## src/rtl/lcd_pkg.sv

```systemverilog
// PCD8544 command set, panel geometry and arbiter states.
// Shared by the SPI arbiter and its round-robin picker.
package lcd_pkg;

  localparam logic [7:0] FUNC_EXT    = 8'h21;
  localparam logic [7:0] VOP         = 8'h90;
  localparam logic [7:0] FUNC_BASIC  = 8'h20;
  localparam logic [7:0] DISP_NORMAL = 8'h0C;
  localparam logic [7:0] SET_X       = 8'h80;
  localparam logic [7:0] SET_Y       = 8'h40;

  localparam int LCD_COLS  = 84;
  localparam int LCD_BANKS = 6;

  typedef enum logic [2:0] {
    S_INIT,
    S_CLR_X,
    S_CLR_Y,
    S_CLR,
    S_IDLE,
    S_ADDR_X,
    S_ADDR_Y,
    S_DATA
  } state_t;

  function automatic logic [7:0] init_cmd(
    input logic [1:0] idx
  );
    logic [7:0] c;
    unique case (idx)
      2'd0:    c = FUNC_EXT;
      2'd1:    c = VOP;
      2'd2:    c = FUNC_BASIC;
      default: c = DISP_NORMAL;
    endcase
    return c;
  endfunction

  function automatic logic [6:0] sat_x(
    input logic [6:0] x
  );
    return (x > 7'(LCD_COLS - 1)) ?
      7'(LCD_COLS - 1) : x;
  endfunction

  function automatic logic [2:0] sat_y(
    input logic [2:0] y
  );
    return (y > 3'(LCD_BANKS - 1)) ?
      3'(LCD_BANKS - 1) : y;
  endfunction

endpackage

```

## src/rtl/lcd_rr_pick.sv

```systemverilog
// Round-robin winner search starting one past the last owner.
// Pure combinational; returns one-hot and binary winner.
module lcd_rr_pick
  import lcd_pkg::*;
#(
  parameter int N  = 4,
  parameter int IW = $clog2(N)
) (
  input  logic [N-1:0]  req,
  input  logic [IW-1:0] ptr,
  output logic          any,
  output logic [N-1:0]  win,
  output logic [IW-1:0] idx
);

  int j;

  always_comb begin
    any = 1'b0;
    win = '0;
    idx = '0;
    j   = 0;
    for (int k = 1; k <= N; k++) begin
      j = int'(ptr) + k;
      if (j >= N) j = j - N;
      if (!any && req[j]) begin
        any    = 1'b1;
        win[j] = 1'b1;
        idx    = IW'(j);
      end
    end
  end

endmodule

```

## src/rtl/lcd_spi_arbiter.sv

```systemverilog
// Shares the LCD spi_master byte port between drawing clients;
// runs panel init and clears, then round-robin client bursts.
module lcd_spi_arbiter
  import lcd_pkg::*;
#(
  parameter int NUM_REQ     = 4,
  parameter int STALL_MAX   = 1024,
  parameter int CLEAR_BYTES = 504
) (
  input  logic                 clock,
  input  logic                 Reset,
  input  logic                 spi_avail,
  output logic [7:0]           spi_data,
  output logic                 spi_dc,
  output logic                 spi_start,
  input  logic [NUM_REQ-1:0]   cli_req,
  input  logic [7*NUM_REQ-1:0] cli_x,
  input  logic [3*NUM_REQ-1:0] cli_y,
  input  logic [8*NUM_REQ-1:0] cli_data,
  input  logic [NUM_REQ-1:0]   cli_valid,
  input  logic [NUM_REQ-1:0]   cli_last,
  output logic [NUM_REQ-1:0]   cli_ready,
  output logic [NUM_REQ-1:0]   grant,
  input  logic                 clear_req,
  output logic                 init_done,
  output logic                 err_timeout
);

  localparam int IW = $clog2(NUM_REQ);
  localparam int SW = $clog2(STALL_MAX + 1);

  state_t state, state_n;

  logic          live;
  logic [8:0]    cnt;
  logic [SW-1:0] stall;
  logic [IW-1:0] ptr;
  logic [6:0]    x_l;
  logic [2:0]    y_l;
  logic          clr_pend;

  logic [6:0] xs [NUM_REQ];
  logic [2:0] ys [NUM_REQ];
  logic [7:0] ds [NUM_REQ];

  for (genvar g = 0; g < NUM_REQ; g++) begin : g_unpack
    assign xs[g] = cli_x[g*7 +: 7];
    assign ys[g] = cli_y[g*3 +: 3];
    assign ds[g] = cli_data[g*8 +: 8];
  end

  logic               win_any;
  logic [NUM_REQ-1:0] win_oh;
  logic [IW-1:0]      win_idx;

  lcd_rr_pick #(
    .N  (NUM_REQ),
    .IW (IW)
  ) u_pick (
    .req (cli_req),
    .ptr (ptr),
    .any (win_any),
    .win (win_oh),
    .idx (win_idx)
  );

  logic own_valid, own_last;
  logic fire, pend;
  logic take, drop, tmo;
  logic clr_go, clr_done;

  assign own_valid = cli_valid[ptr];
  assign own_last  = cli_last[ptr];
  assign fire      = spi_start & spi_avail;
  assign pend      = clr_pend | clear_req;

  assign cli_ready =
    (state == S_DATA && fire) ? grant : '0;

  // live holds outputs at reset values for one cycle after Reset
  always_comb begin
    spi_data  = '0;
    spi_dc    = 1'b0;
    spi_start = 1'b0;
    if (live) begin
      unique case (state)
        S_INIT: begin
          spi_data  = init_cmd(cnt[1:0]);
          spi_start = 1'b1;
        end
        S_CLR_X: begin
          spi_data  = SET_X;
          spi_start = 1'b1;
        end
        S_CLR_Y: begin
          spi_data  = SET_Y;
          spi_start = 1'b1;
        end
        S_CLR: begin
          spi_dc    = 1'b1;
          spi_start = 1'b1;
        end
        S_ADDR_X: begin
          spi_data  = SET_X | {1'b0, x_l};
          spi_start = 1'b1;
        end
        S_ADDR_Y: begin
          spi_data  = SET_Y | {5'b0, y_l};
          spi_start = 1'b1;
        end
        S_DATA: begin
          spi_data  = ds[ptr];
          spi_dc    = 1'b1;
          spi_start = own_valid;
        end
        default: ;
      endcase
    end
  end

  always_comb begin
    state_n  = state;
    take     = 1'b0;
    drop     = 1'b0;
    tmo      = 1'b0;
    clr_go   = 1'b0;
    clr_done = 1'b0;
    unique case (state)
      S_INIT:
        if (fire && cnt == 9'd3) state_n = S_CLR_X;
      S_CLR_X:
        if (fire) state_n = S_CLR_Y;
      S_CLR_Y:
        if (fire) state_n = S_CLR;
      S_CLR:
        if (fire && cnt == 9'(CLEAR_BYTES - 1)) begin
          state_n  = S_IDLE;
          clr_done = 1'b1;
        end
      S_IDLE:
        if (pend) begin
          state_n = S_CLR_X;
          clr_go  = 1'b1;
        end else if (init_done && win_any) begin
          state_n = S_ADDR_X;
          take    = 1'b1;
        end
      S_ADDR_X:
        if (fire) state_n = S_ADDR_Y;
      S_ADDR_Y:
        if (fire) state_n = S_DATA;
      S_DATA:
        if (fire && own_last) begin
          state_n = S_IDLE;
          drop    = 1'b1;
        end else if (!own_valid &&
                     stall == SW'(STALL_MAX - 1)) begin
          state_n = S_IDLE;
          drop    = 1'b1;
          tmo     = 1'b1;
        end
      default: state_n = S_INIT;
    endcase
  end

  always_ff @(posedge clock or posedge Reset) begin
    if (Reset) state <= S_INIT;
    else       state <= state_n;
  end

  always_ff @(posedge clock or posedge Reset) begin
    if (Reset) begin
      live        <= 1'b0;
      cnt         <= '0;
      stall       <= '0;
      ptr         <= IW'(NUM_REQ - 1);
      grant       <= '0;
      x_l         <= '0;
      y_l         <= '0;
      clr_pend    <= 1'b0;
      init_done   <= 1'b0;
      err_timeout <= 1'b0;
    end else begin
      live <= 1'b1;
      if (state != state_n) cnt <= '0;
      else if (fire)        cnt <= cnt + 9'd1;
      if (state != S_DATA || own_valid) stall <= '0;
      else stall <= stall + SW'(1);
      if (take) begin
        grant <= win_oh;
        ptr   <= win_idx;
        x_l   <= sat_x(xs[win_idx]);
        y_l   <= sat_y(ys[win_idx]);
      end else if (drop) begin
        grant <= '0;
      end
      // a pulse in the cycle a clear starts is absorbed by it
      if (clr_go)         clr_pend <= 1'b0;
      else if (clear_req) clr_pend <= 1'b1;
      if (clr_done) init_done <= 1'b1;
      err_timeout <= tmo;
    end
  end

endmodule

```

## config.mk

```make
export PLATFORM = sky130hd
export DESIGN_NAME = lcd_spi_arbiter
export DESIGN_NICKNAME = d
export VERILOG_FILES = /design/src/rtl/lcd_pkg.sv /design/src/rtl/lcd_rr_pick.sv /design/src/rtl/lcd_spi_arbiter.sv
export SDC_FILE = /design/constraint.sdc
export NUM_CORES = 1
export LEC_CHECK = 0
export CAP_MARGIN = 5
export CORE_AREA = 2 2 110 112
export DETAILED_ROUTE_END_ITERATION = 8
export DIE_AREA = 0 0 112 114
export MAX_ROUTING_LAYER = met4
export PLACE_DENSITY = 0.62
export SYNTH_ARGS = -nofsm -noshare
export SYNTH_HDL_FRONTEND = slang
export SYNTH_SLANG_ARGS = --single-unit
```

## constraint.sdc

```tcl
create_clock -name clock -period 7.5 [get_ports clock]
set_input_delay 1.5 -clock clock [delete_from_list [all_inputs] [get_ports clock]]
set_output_delay 1.5 -clock clock [all_outputs]
set_load 0.03 [all_outputs]
```

# Word level (Yosys, flattened, before mapping)
# Index checks and enable logic that the tools add are counted.
[classes]
addsub = 10
order_cmp = 17
eq_ne = 14
n_mux = 89
bitwise_logic = 7
n_reduce_logical = 25
[ops]
columns = ["op", "count"]
rows = [
  ["greater-or-equal comparator 32 x 1 -> 1 bit, second input constant", 4],
  ["greater-or-equal comparator 32 x 4 -> 1 bit, second input constant", 4],
  ["less-than comparator 32 x 4 -> 1 bit, second input constant", 4],
  ["2-to-1 mux 32 bit", 4],
  ["subtractor 32 x 4 -> 32 bit, second input constant", 4],
  ["case mux 8 bit (6 select lines)", 1],
  ["2-to-1 mux 3 bit", 13],
  ["2-to-1 mux 1 bit", 35],
  ["2-to-1 mux 4 bit", 7],
  ["2-to-1 mux 8 bit", 3],
  ["case mux 3 bit (8 select lines)", 1],
  ["case mux 8 bit (3 select lines)", 1],
  ["2-to-1 mux 7 bit", 3],
  ["2-to-1 mux 9 bit", 2],
  ["binary-select mux 8 bit (select 2 bit)", 1],
  ["binary-select mux 7 bit (select 2 bit)", 1],
  ["logical AND 1 bit", 13],
  ["binary-select mux 1 bit (select 2 bit)", 6],
  ["equality test 3 bit, second input constant", 4],
  ["bitwise OR 4 bit", 3],
  ["adder 11 x 1 -> 11 bit, second input constant", 1],
  ["equality test 11 x 10 -> 1 bit, second input constant", 1],
  ["2-to-1 mux 11 bit", 1],
  ["adder 9 x 1 -> 9 bit, second input constant", 1],
  ["29 further kinds", 44],
]
[word_totals]
ff_bits = 43
inputBits = 88
out_inout_bits = 20
elab_cells = 173

# Longest topological paths before layout
# Gate-level depths: netlist (run 1).
[depth]
depth_word = 22
mapped_depth = 15
mapped_depth_nobuf = 11

# Cells and area by module
# A second synthesis (run 1) with hierarchy kept.
[unflattened]
cells_unflattened = 353
hier_area_um2 = 3542.1
[modules_own_cells]
columns = ["module", "n_inst", "cells_per_inst", "area_per_inst_um2", "seq_area_each_um2"]
rows = [
  ["lcd_spi_arbiter", 1, 280, 2946.6, 1078.5],
  ["lcd_rr_pick", 1, 73, 595.6, 0.0],
]

# Worst setup path before layout (run 1)
# Ideal clock, no wire load.
[synth_timing]
kind = "input to output"
start = "input port cli_valid[1]"
end = "output port cli_ready[0]"
t_arrival_ps = 3015
required_ps = 6000
setup_slack_ps = 2985
stages = 6
path_buffers = 0
cell_sequence = "mux4_2 -> o21bai_1 -> a21oi_1 -> nand2_1 -> nor2_1 -> and2_1"
[synth_via]
elab_chain_len = 7
[synth_lines]
columns = ["element", "line_no", "text"]
rows = [
  ["start, declared", "lcd_spi_arbiter.sv:20", "input logic [NUM_REQ-1:0] cli_valid,"],
  ["binary-select mux 1 bit (select 2 bit)", "lcd_spi_arbiter.sv:72", "assign own_valid = cli_valid[ptr];"],
  ["2-to-1 mux 1 bit (implied by the code)", "lcd_spi_arbiter.sv:72", ""],
  ["case mux 1 bit (2 select lines)", "lcd_spi_arbiter.sv:86", "unique case (state)"],
  ["2-to-1 mux 1 bit", "lcd_spi_arbiter.sv:85", "if (live) begin"],
  ["net spi_start", "lcd_spi_arbiter.sv:15", "output logic spi_start,"],
  ["AND 1 bit", "lcd_spi_arbiter.sv:74", "assign fire = spi_start & spi_avail;"],
  ["logical AND 1 bit", "lcd_spi_arbiter.sv:78", "(state == S_DATA && fire) ? grant : '0;"],
  ["2-to-1 mux 4 bit", "lcd_spi_arbiter.sv:78", ""],
  ["end, declared", "lcd_spi_arbiter.sv:22", "output logic [NUM_REQ-1:0] cli_ready,"],
]
# The timed path passes the listed nets, and every way through them passes these cells. The select of a mux whose other input is x is not followed.

# Worst setup path after layout (run 1)
[layout_timing]
start = "input port cli_valid[3]"
end = "output port cli_ready[1]"
[layout_via]
elab_chain_len = 7
[layout_lines]
columns = ["element", "line_no"]
rows = [
  ["binary-select mux 1 bit (select 2 bit)", "lcd_spi_arbiter.sv:72"],
  ["2-to-1 mux 1 bit (implied by the code)", "lcd_spi_arbiter.sv:72"],
  ["case mux 1 bit (2 select lines)", "lcd_spi_arbiter.sv:86"],
  ["2-to-1 mux 1 bit", "lcd_spi_arbiter.sv:85"],
  ["AND 1 bit", "lcd_spi_arbiter.sv:74"],
  ["logical AND 1 bit", "lcd_spi_arbiter.sv:78"],
  ["2-to-1 mux 4 bit", "lcd_spi_arbiter.sv:78"],
]
# No other way between the ends. The select of a mux whose other input is x is not followed.

==> flow_results.org, run 1 <==
** Layout
- Share of final-layout standard cells stronger than drive strength 1 :: 0.09454
- Net total in the final layout :: 575
- The layout has 1226 filler cells.
- The repair_antennas step left the layout with diodes totalling 0.
- Area growth from synthesis to layout :: 37.91%
- Area of the multi-input gates :: 2193 µm²
- Summing all flip-flop and latch instances after layout gives 1079 µm².
- With fillers left out, the area of the finished cells amounts to 4725 µm².

** Synthesis
- After synthesis the netlist holds a flip-flop and latch count of 43.
- Count of flip-flops with a built-in enable after synthesis :: 0
- The share of the Yosys chip area taken by registers is 0.3148.
- Simple-Gate Fraction of Synth Area :: 0.2075
- Cells after synthesis :: 381
- The post-synthesis compound-gate area fraction came to 0.1819.
- Cell type contributing the most total cell area after synthesis :: sky130_fd_sc_hd__dfrtp_1
- Post-Syn Nets :: 481
- Main combinational cell family by area after synthesis :: simple AND/OR/NAND/NOR gates
- Distinct cell type count after synthesis :: 55
- Async S/R FF share, synth :: 1.000
- By instance count, the leading cell after synthesis is sky130_fd_sc_hd__nor2_1.
- Top_reg_cell synth :: sky130_fd_sc_hd__dfrtp_1
- Of the total synthesized cell area, the portion taken by XOR and XNOR cells is 0.04346.
- The synthesized netlist occupies a cell area of 3426 µm².
- Yosys printed 0 warnings.
- The share of synthesized area in the top cell type comes to 0.2995.
- Sorting the synthesized cells by how often they occur yields sky130_fd_sc_hd__nor2_1, sky130_fd_sc_hd__dfrtp_1, sky130_fd_sc_hd__nand2_1, sky130_fd_sc_hd__o21ai_0, sky130_fd_sc_hd__a21oi_1.
- Mean post-synth cell area :: 8.992 µm²
- Of the total synthesized cell area, the portion taken by full adders, half adders and majority gates is 0.04383.
- Yosys attributes the largest share of cell area to sky130_fd_sc_hd__dfrtp_1, sky130_fd_sc_hd__mux4_2, sky130_fd_sc_hd__mux2i_1.
- Portion of netlist area occupied by mux cells :: 0.1625

** Timing
- Summed over all failing endpoints, the final setup total negative slack is 0 ns.
- Actual slew at the worst max-slew pin :: 0.9038 ns
- Final setup vio count :: 0
- Setup repair after global routing left no endpoint under its margin.
- Hold Slack :: 0.4819 ns
- Based on the critical path, the design can be clocked at up to 192.0 MHz.
- The number of pins exceeding their max-slew limit in the final report came to 0.
- Min Tclk post-route :: 5.207 ns
- Measured against its own limit, the worst slew margin works out to 0.3975.
- PnR worst setup slack :: 2.293 ns
- The final hold violation count came to 0.
- On the final layout, the worst clock skew is 0.002835 ns.
- Of the available clock period, the critical path in the final layout requires 0.6943.

** Worst setup path
- In this design, the stage delay of the slowest critical-path cell is 0.60 ns.
- For the worst flop-to-flop path, the logic depth is 11.
- Library cell appearing most often on the critical path :: sky130_fd_sc_hd__clkdlybuf4s50_1
- At the worst endpoint, the arrival time is 3.71 ns.
- End of the worst register-to-register path :: x_l[2]
- The slowest stage of the critical path belongs to the cell sky130_fd_sc_hd__clkdlybuf4s50_1.
- For the worst setup path, the data required time is 6.00 ns.
- Worst setup slack for register-to-register paths :: 2.86 ns
- The worst setup path is of the in -> out kind.
- The worst setup path is launched from an input port.
- The number of buffers and inverters on the critical path is 2.
- The worst register-to-register path begins at ptr[0].
- The cell family contributing the most delay on the critical path is buffers and inverters.
- Crit-path cells :: clkdlybuf4s50_1 > mux4_2 > o21bai_1 > a21oi_1 > nand2_1 > nor2_1 > and2_1 > clkdlybuf4s50_1
- The worst setup path is captured at a primary output.
- Along the worst path, the maximum fanout reaches 4.

** Route
- WL per Instance :: 15.03 µm
- 1st-iter DRT viols :: 138
- Total DRC errors in the routed layout :: 0
- Wires add up to 9363 µm.
- Number of nets still failing antenna checks after routing :: 0
- In the routed layout, each cell is associated on average with a via count of 5.024.
- The first TritonRoute pass finished after 4 iterations.
- Across all layers, the routed design uses 3130 vias.

** Place
- Once placement finished, the instance area stood at 4583 µm².
- The congestion estimate from routability-driven global placement came to 0.8267.
- After legalization and detailed placement, the total HPWL measured 7545 µm.
- Before CTS, the worst setup slack after placement is 2.284 ns.
- Buffers placed on the I/O ports in this run total 107.

** Floorplanning
- For this configuration, the core starts out at a cell density of 0.2925.
- Die extent in y :: 114 µm
- Measured along the x axis, the die boundary spans 112 µm.
- The die covers 12770 µm².
- The core region is 11710 µm².
- Number of top-level pins :: 108
- Row generation in the floorplan step produced 40 rows.

** Clock tree
- Count of hold buffers inserted by post-cts repair :: 0
- The tree is rooted in a sky130_fd_sc_hd__clkbuf_16.
- Number of clock buffers inserted by TritonCTS :: 5
- Clock-pin slew on the worst setup and hold paths :: 0.06 ns
- TritonCTS built the clock tree.
- The tree built by TritonCTS fans out to 43 sinks.
- H-tree Lvls :: 2
- After clock tree synthesis, the repair step resized 0 gates.
- For the worst-skew pair, the clock arrives at the later sink with an insertion delay of 0.28 ns.
- Maximum buffer depth of the clock tree :: 2
- Post-CTS setup buffers :: 0

** GRT
- The initial antenna violation count came to 0.
- The number of global-route vias before repair is 3186.
- The first global-routing pass estimated 15470 µm of wire.
- Maximum number of pins on one net before global-route repair :: 44
- Grt total ovfl :: 0
- For this run, the total global-route usage over all layers was measured as 0.1526.

** Power
- Worst vdd rail ir drop :: 100.7 µV
- The design draws 0.6241 mW.
- Leakage power total :: 1.902 nW
- Ratio of total power to cell area :: 132.1 nW/µm²

** Min path
- The worst hold path terminates at stall[0].
- The tightest min-delay check is of the reg -> reg type.
- Origin of the worst min-delay path :: stall[0]
- Counting instances, the worst hold path has a depth of 1.

** Run status
- The run finished with clean final reports.

** Run
- Number of max-cap violations :: 0
==> how the worst max path moves through the flow <==
| stage | startpoint | end | cells after the start |
|---|---|---|---|
| after floorplan | cli_valid[1] | cli_ready[0] | 6 |
| after global placement | cli_valid[3] | cli_ready[0] | 8 |
| after detailed placement | cli_valid[3] | cli_ready[1] | 8 |
| after CTS | cli_valid[3] | cli_ready[1] | 8 |
| after global routing | cli_valid[2] | cli_ready[1] | 8 |
| final | cli_valid[3] | cli_ready[1] | 8 |
==> layout by cell type, fill, tap and decap left out, types with 9 or more instances in the layout <==
master,n
sky130_fd_sc_hd__nand3_1,16
sky130_fd_sc_hd__clkdlybuf4s50_1,107
sky130_fd_sc_hd__mux4_2,13
sky130_fd_sc_hd__dfrtp_1,41
sky130_fd_sc_hd__ha_1,12
sky130_fd_sc_hd__o21ai_0,23
sky130_fd_sc_hd__nand2_1,29
sky130_fd_sc_hd__mux2i_1,17
sky130_fd_sc_hd__nor2b_1,10
sky130_fd_sc_hd__xor2_1,10
sky130_fd_sc_hd__nor2_1,45
sky130_fd_sc_hd__a211oi_1,9
sky130_fd_sc_hd__inv_1,12
sky130_fd_sc_hd__nor3_1,10
sky130_fd_sc_hd__a21oi_1,20
==> metal layers <==
metal | vias up | wire, µm | GRT usage
met5 | - | 0 | -
met3 | 14 | 500 | 0.02232
met1 | 1473 | 4040 | 0.1895
li1 | 1561 | - | -
met4 | 0 | 148 | 0.04309
met2 | 82 | 4674 | 0.2614
==> state kept, by name (all words and copies together), names as in the netlist <==
signal and count:
clr_pend 1, grant 4, state 3, cnt 9, stall 11, err_timeout 1
live 1, x_l 7, init_done 1, ptr 2, y_l 3
==> layout make-up <==
| class | instances | share of cell area |
|---|---|---|
| timing repair buffer | 108 | 0.2283 |
| sequential | 43 | 0.2283 |
| clock buffer | 6 | 0.02728 |
| multi-input combinational | 304 | 0.4642 |
| clock inverter | 2 | 0.002648 |
| tap | 147 | 0.03893 |
| inverter | 13 | 0.01033 |
==> where the power goes <==
part | switching [mW] | leakage (nW) | internal (mW)
clock network | 0.0869 | 0.0669 | 0.123
registers | 0.0175 | 0.568 | 0.246
logic | 0.0649 | 1.27 | 0.0862
==> worst register-to-register path, stage by stage (launching register included) <==
cell and delay [ns]:
sky130_fd_sc_hd__dfstp_2 1.13, sky130_fd_sc_hd__inv_1 0.34, sky130_fd_sc_hd__ha_1 0.53, sky130_fd_sc_hd__mux4_2 0.40, sky130_fd_sc_hd__nor2b_4 0.20, sky130_fd_sc_hd__nor3_2 0.25
sky130_fd_sc_hd__a211oi_4 0.07, sky130_fd_sc_hd__nor2_2 0.63, sky130_fd_sc_hd__mux2_4 0.39, sky130_fd_sc_hd__a31o_1 0.21, sky130_fd_sc_hd__a211oi_1 0.28, sky130_fd_sc_hd__nor2_1 0.08
==> metrics by stage <==
stage               cells  utilization
finish                623       0.4034
CTS                   623       0.4034
global placement      615       0.3913
detailed placement    615       0.3913
global route          623       0.4034
floorplan             381            -
==> cells by family after synthesis <==
logic type,after synthesis
fa+ha+maj,12
mux,38
compound gates,93
flops,43
simple gates,143
xor+xnor,17
buf+inv,34
other cells,1
Power figures use the tool's default switching activity.
==> inputs of run 2 (changes only) <==
Settings changed: PLACE_DENSITY 0.62 to 0.64.
Clock period 7.5 ns to 4.6 ns, I/O delays scaled along.
==> run 2 against run 1 <==
  * Critical path depth is the same
  * Clock skew grew 0.00082 ns
  * Register-to-register slack lost 2.1 ns
  * Clock power grew 71%
  * Critical endpoint is now cli_ready[3]
  * Largest power group unchanged
==> flow_results.org, run 2 (same netlist as run 1, synthesis figures left out) <==
** Clock tree
- The H-tree depth reported by CTS was 2 (unchanged).
- The clock net sink count is 43 (unchanged).
- The number of buffers inserted during clock tree synthesis was 5 (unchanged).
- Maximum buffer depth of the clock tree :: 2 (unchanged)
- Post-CTS setup buffers :: 0 (unchanged)
- Clock insertion delay at the later pin of the skew report :: 0.29 ns (about the same)
- The count of hold buffers inserted by post-cts repair is 0 (unchanged).
- The clock input transition at the sequential cells of the worst setup and hold paths is 0.06 ns (about the same).
- Clock root buffer master :: sky130_fd_sc_hd__clkbuf_16
- TritonCTS built the clock tree.
- Post-CTS resize count :: 0 (unchanged)

** Worst setup path
- Among the stages of the critical path, the cell type that occurs most often is sky130_fd_sc_hd__clkdlybuf4s50_1.
- Setup crit end kind :: primary output
- For this design, the slowest cell found on the critical path is sky130_fd_sc_hd__clkdlybuf4s50_1.
- Max Fanout on Critical Path :: 4 (unchanged)
- The longest individual stage delay on the worst path is 0.59 ns (about the same).
- Crit-path cells :: clkdlybuf4s50_1 > mux4_2 > o21bai_1 > a21oi_1 > nand2_1 > nor2_1 > and2_1 > clkdlybuf4s50_1
- The data arrival time at the worst-slack endpoint came to 3.11 ns (-0.60 ns).
- Data required, critical path :: 3.68 ns (-2.32 ns)
- The critical path is of the in -> out type.
- The worst setup path is launched from an input port.

** Place
- The routability congestion estimate came to 0.8577 (+3.7%).
- The half-perimeter wire length after placement is 7375 µm (-2.3%).
- The port buffer count came to 107 (unchanged).

** Min path
- Min-delay worst type :: reg -> reg

** Layout
- The largest registers in the layout are stall (11), cnt (9), x_l (7).
- Most common cell after layout, fill and taps aside :: sky130_fd_sc_hd__clkdlybuf4s50_1
- Share of final-layout standard cells stronger than drive strength 1 :: 0.1023 (+0.007759)
- Area growth from synthesis to layout :: 38.79%
- The number of nets at the end of the flow is 578 (+0.52%).
- The number of inserted diodes was 0 (unchanged).
- Final core utilization :: 0.4060 (+0.002564)
- Number of flip-flops in the largest register :: 11 (unchanged)
- The area taken by flip-flops and latches was 1079 µm² (unchanged).
- The register with the most flip-flops in the final layout is stall.
- Leading cell types in the layout, fill and taps excluded :: sky130_fd_sc_hd__clkdlybuf4s50_1, sky130_fd_sc_hd__nor2_1, sky130_fd_sc_hd__dfrtp_1, sky130_fd_sc_hd__nand2_1, sky130_fd_sc_hd__o21ai_0
- Area of the multi-input gates :: 2193 µm² (unchanged)
- Number of fill cells :: 1181 (-3.7%)

** Floorplanning
- The I/O pin count came to 108 (unchanged).
- Placeable Area :: 11710 µm² (unchanged)
- Width of the die :: 112 µm (unchanged)
- Starting utilization of the core area :: 0.2925 (unchanged)
- The chip height is 114 µm (unchanged).
- The area enclosed by the die boundary was 12770 µm² (unchanged).
- The number of cell rows is 40 (unchanged).

** GRT
- First-pass GRT wire length :: 15080 µm (-2.5%)
- Grt total ovfl :: 0 (unchanged)
- The largest net degree at the start of global routing was 44 (unchanged).
- Via count of the first global-routing pass :: 3093 (-2.9%)
- Initial antenna violation count :: 0 (unchanged)
- Total routing resource utilization after global routing :: 0.1493 (-0.003234)

** Power
- The share of total power in sequential cells is 0.416 (-0.006).
- Switching power :: 0.2909 mW (+72%)
- Sw Share :: 0.2811 (+0.009899)
- The internal power was 0.7439 mW (+64%).
- The cell area power density is 217.7 nW/µm² (+65%).
- Worst vdd rail ir drop :: 147.6 µV (+47%)
- The share of power burned in the clock network was 0.347 (+0.011).
- The part of the total power dissipated in combinational logic was 0.238 (-0.004).
- Overall power consumption :: 1.035 mW (+66%)
- Leakage power total :: 1.916 nW (+0.76%)

** Timing
- Share of the clock period used by the worst path :: 0.8762
- Static timing analysis puts the maximum clock frequency at 248.1 MHz.
- The worst path in the final design needs a cycle of 4.030 ns, including I/O delays and setup.
- Final number of hold-violating endpoints :: 0 (unchanged)
- The headroom to the max-slew limit is 0.5540 (+0.1566).
- Number of pins exceeding their max-slew limit in the final report :: 0 (unchanged)
- Worst clock skew :: 0.003654 ns (+0.0008194 ns)
- The smallest hold slack was 0.4764 ns (-0.005495 ns).
- Actual slew at the worst max-slew pin :: 0.6665 ns (-0.2373 ns)
- Setup repair after global routing left no endpoint under its margin.
- Final setup vio count :: 0 (unchanged)
- The summed negative setup slack over all endpoints is 0 ns (unchanged).

** Route
- The number of antenna-violating nets in the routed design was 0 (unchanged).
- Total wire length :: 9251 µm (-1.2%)
- Total DRC errors in the routed layout :: 0 (unchanged)
- DR vias :: 3183 (+1.7%)
- The count of TritonRoute iterations in the first routing pass is 5 (+1).
- The routed wirelength normalized by instance count was 14.78 µm (-1.7%).
- 1st-iter DRT viols :: 143 (+3.6%)
- Routed vias/inst :: 5.085 (+1.2%)

** Run status
- The flow ran to the end, and the final reports show no timing, DRC or antenna violations.

** Run
- Number of max-cap violations :: 0 (unchanged)
-- run 2: cell types whose count changed in the layout (fill, tap and decap cells not counted) --
cell,delta
sky130_fd_sc_hd__inv_6,+1
sky130_fd_sc_hd__clkinvlp_4,+1
sky130_fd_sc_hd__clkbuf_1,-1
sky130_fd_sc_hd__buf_4,+3
sky130_fd_sc_hd__clkinv_2,-1
-- run 2: power groups by stage --
stage	Combinational, mW	Sequential (mW)	Clock, mW
after global routing	0.272	0.433	0.381
after detailed placement	0.246	0.436	0
final	0.246	0.430	0.359
after CTS	0.247	0.429	0.368
after global placement	0.241	0.435	0
after floorplan	0.140	0.429	0
-- run 2: stage by stage --
step / area (µm²) / worst slack [ns] / instances
finish: 4755 / 0.5696 / 626
global route: 4755 / 0.4141 / 626
CTS: 4755 / 0.5575 / 626
detailed placement: 4606 / 0.5221 / 618
global placement: 4606 / 0.6142 / 618
floorplan: 3426 / 1.050 / 381
-- run 2: cell type report --
class | instances | area share
Clock buffer | 5 | 0.02632
Clock inverter | 3 | 0.005000
Inverter | 13 | 0.01026
Multi-Input combinational cell | 304 | 0.4613
Sequential cell | 43 | 0.2268
Tap cell | 147 | 0.03868
Timing Repair Buffer | 111 | 0.2316
-- run 2: worst paths after layout --
| check | from | end | slack [ns] | cells past startpoint |
|---|---|---|---|---|
| max | cli_valid[3] | cli_ready[3] | 0.57 | 8 |
| min | stall[0] | stall[0] | 0.48 | 1 |
| max reg2reg | ptr[0] | x_l[3] | 0.79 | 10 |
| min reg2reg | stall[0] | stall[0] | 0.48 | 1 |
| max in group asynchronous | Reset | ptr[1] | 3.15 | 3 |
| min in group asynchronous | Reset | stall[2] | 1.07 | 3 |
-- run 2: routing by layer --
metal	GRT usage	share of wire
met3	0.01807	0.049
met1	0.1882	0.43
met2	0.2513	0.50
met4	0.05041	0.017
met5	-	0
-- run 2: critical path, delay by kind of cell --
kind                   cells  cell delay (ns)
buffers and inverters      2             0.99
and+or+nand+nor            3             0.37
muxes                      1             0.49
AOI/OAI and AO/OA          2             0.35
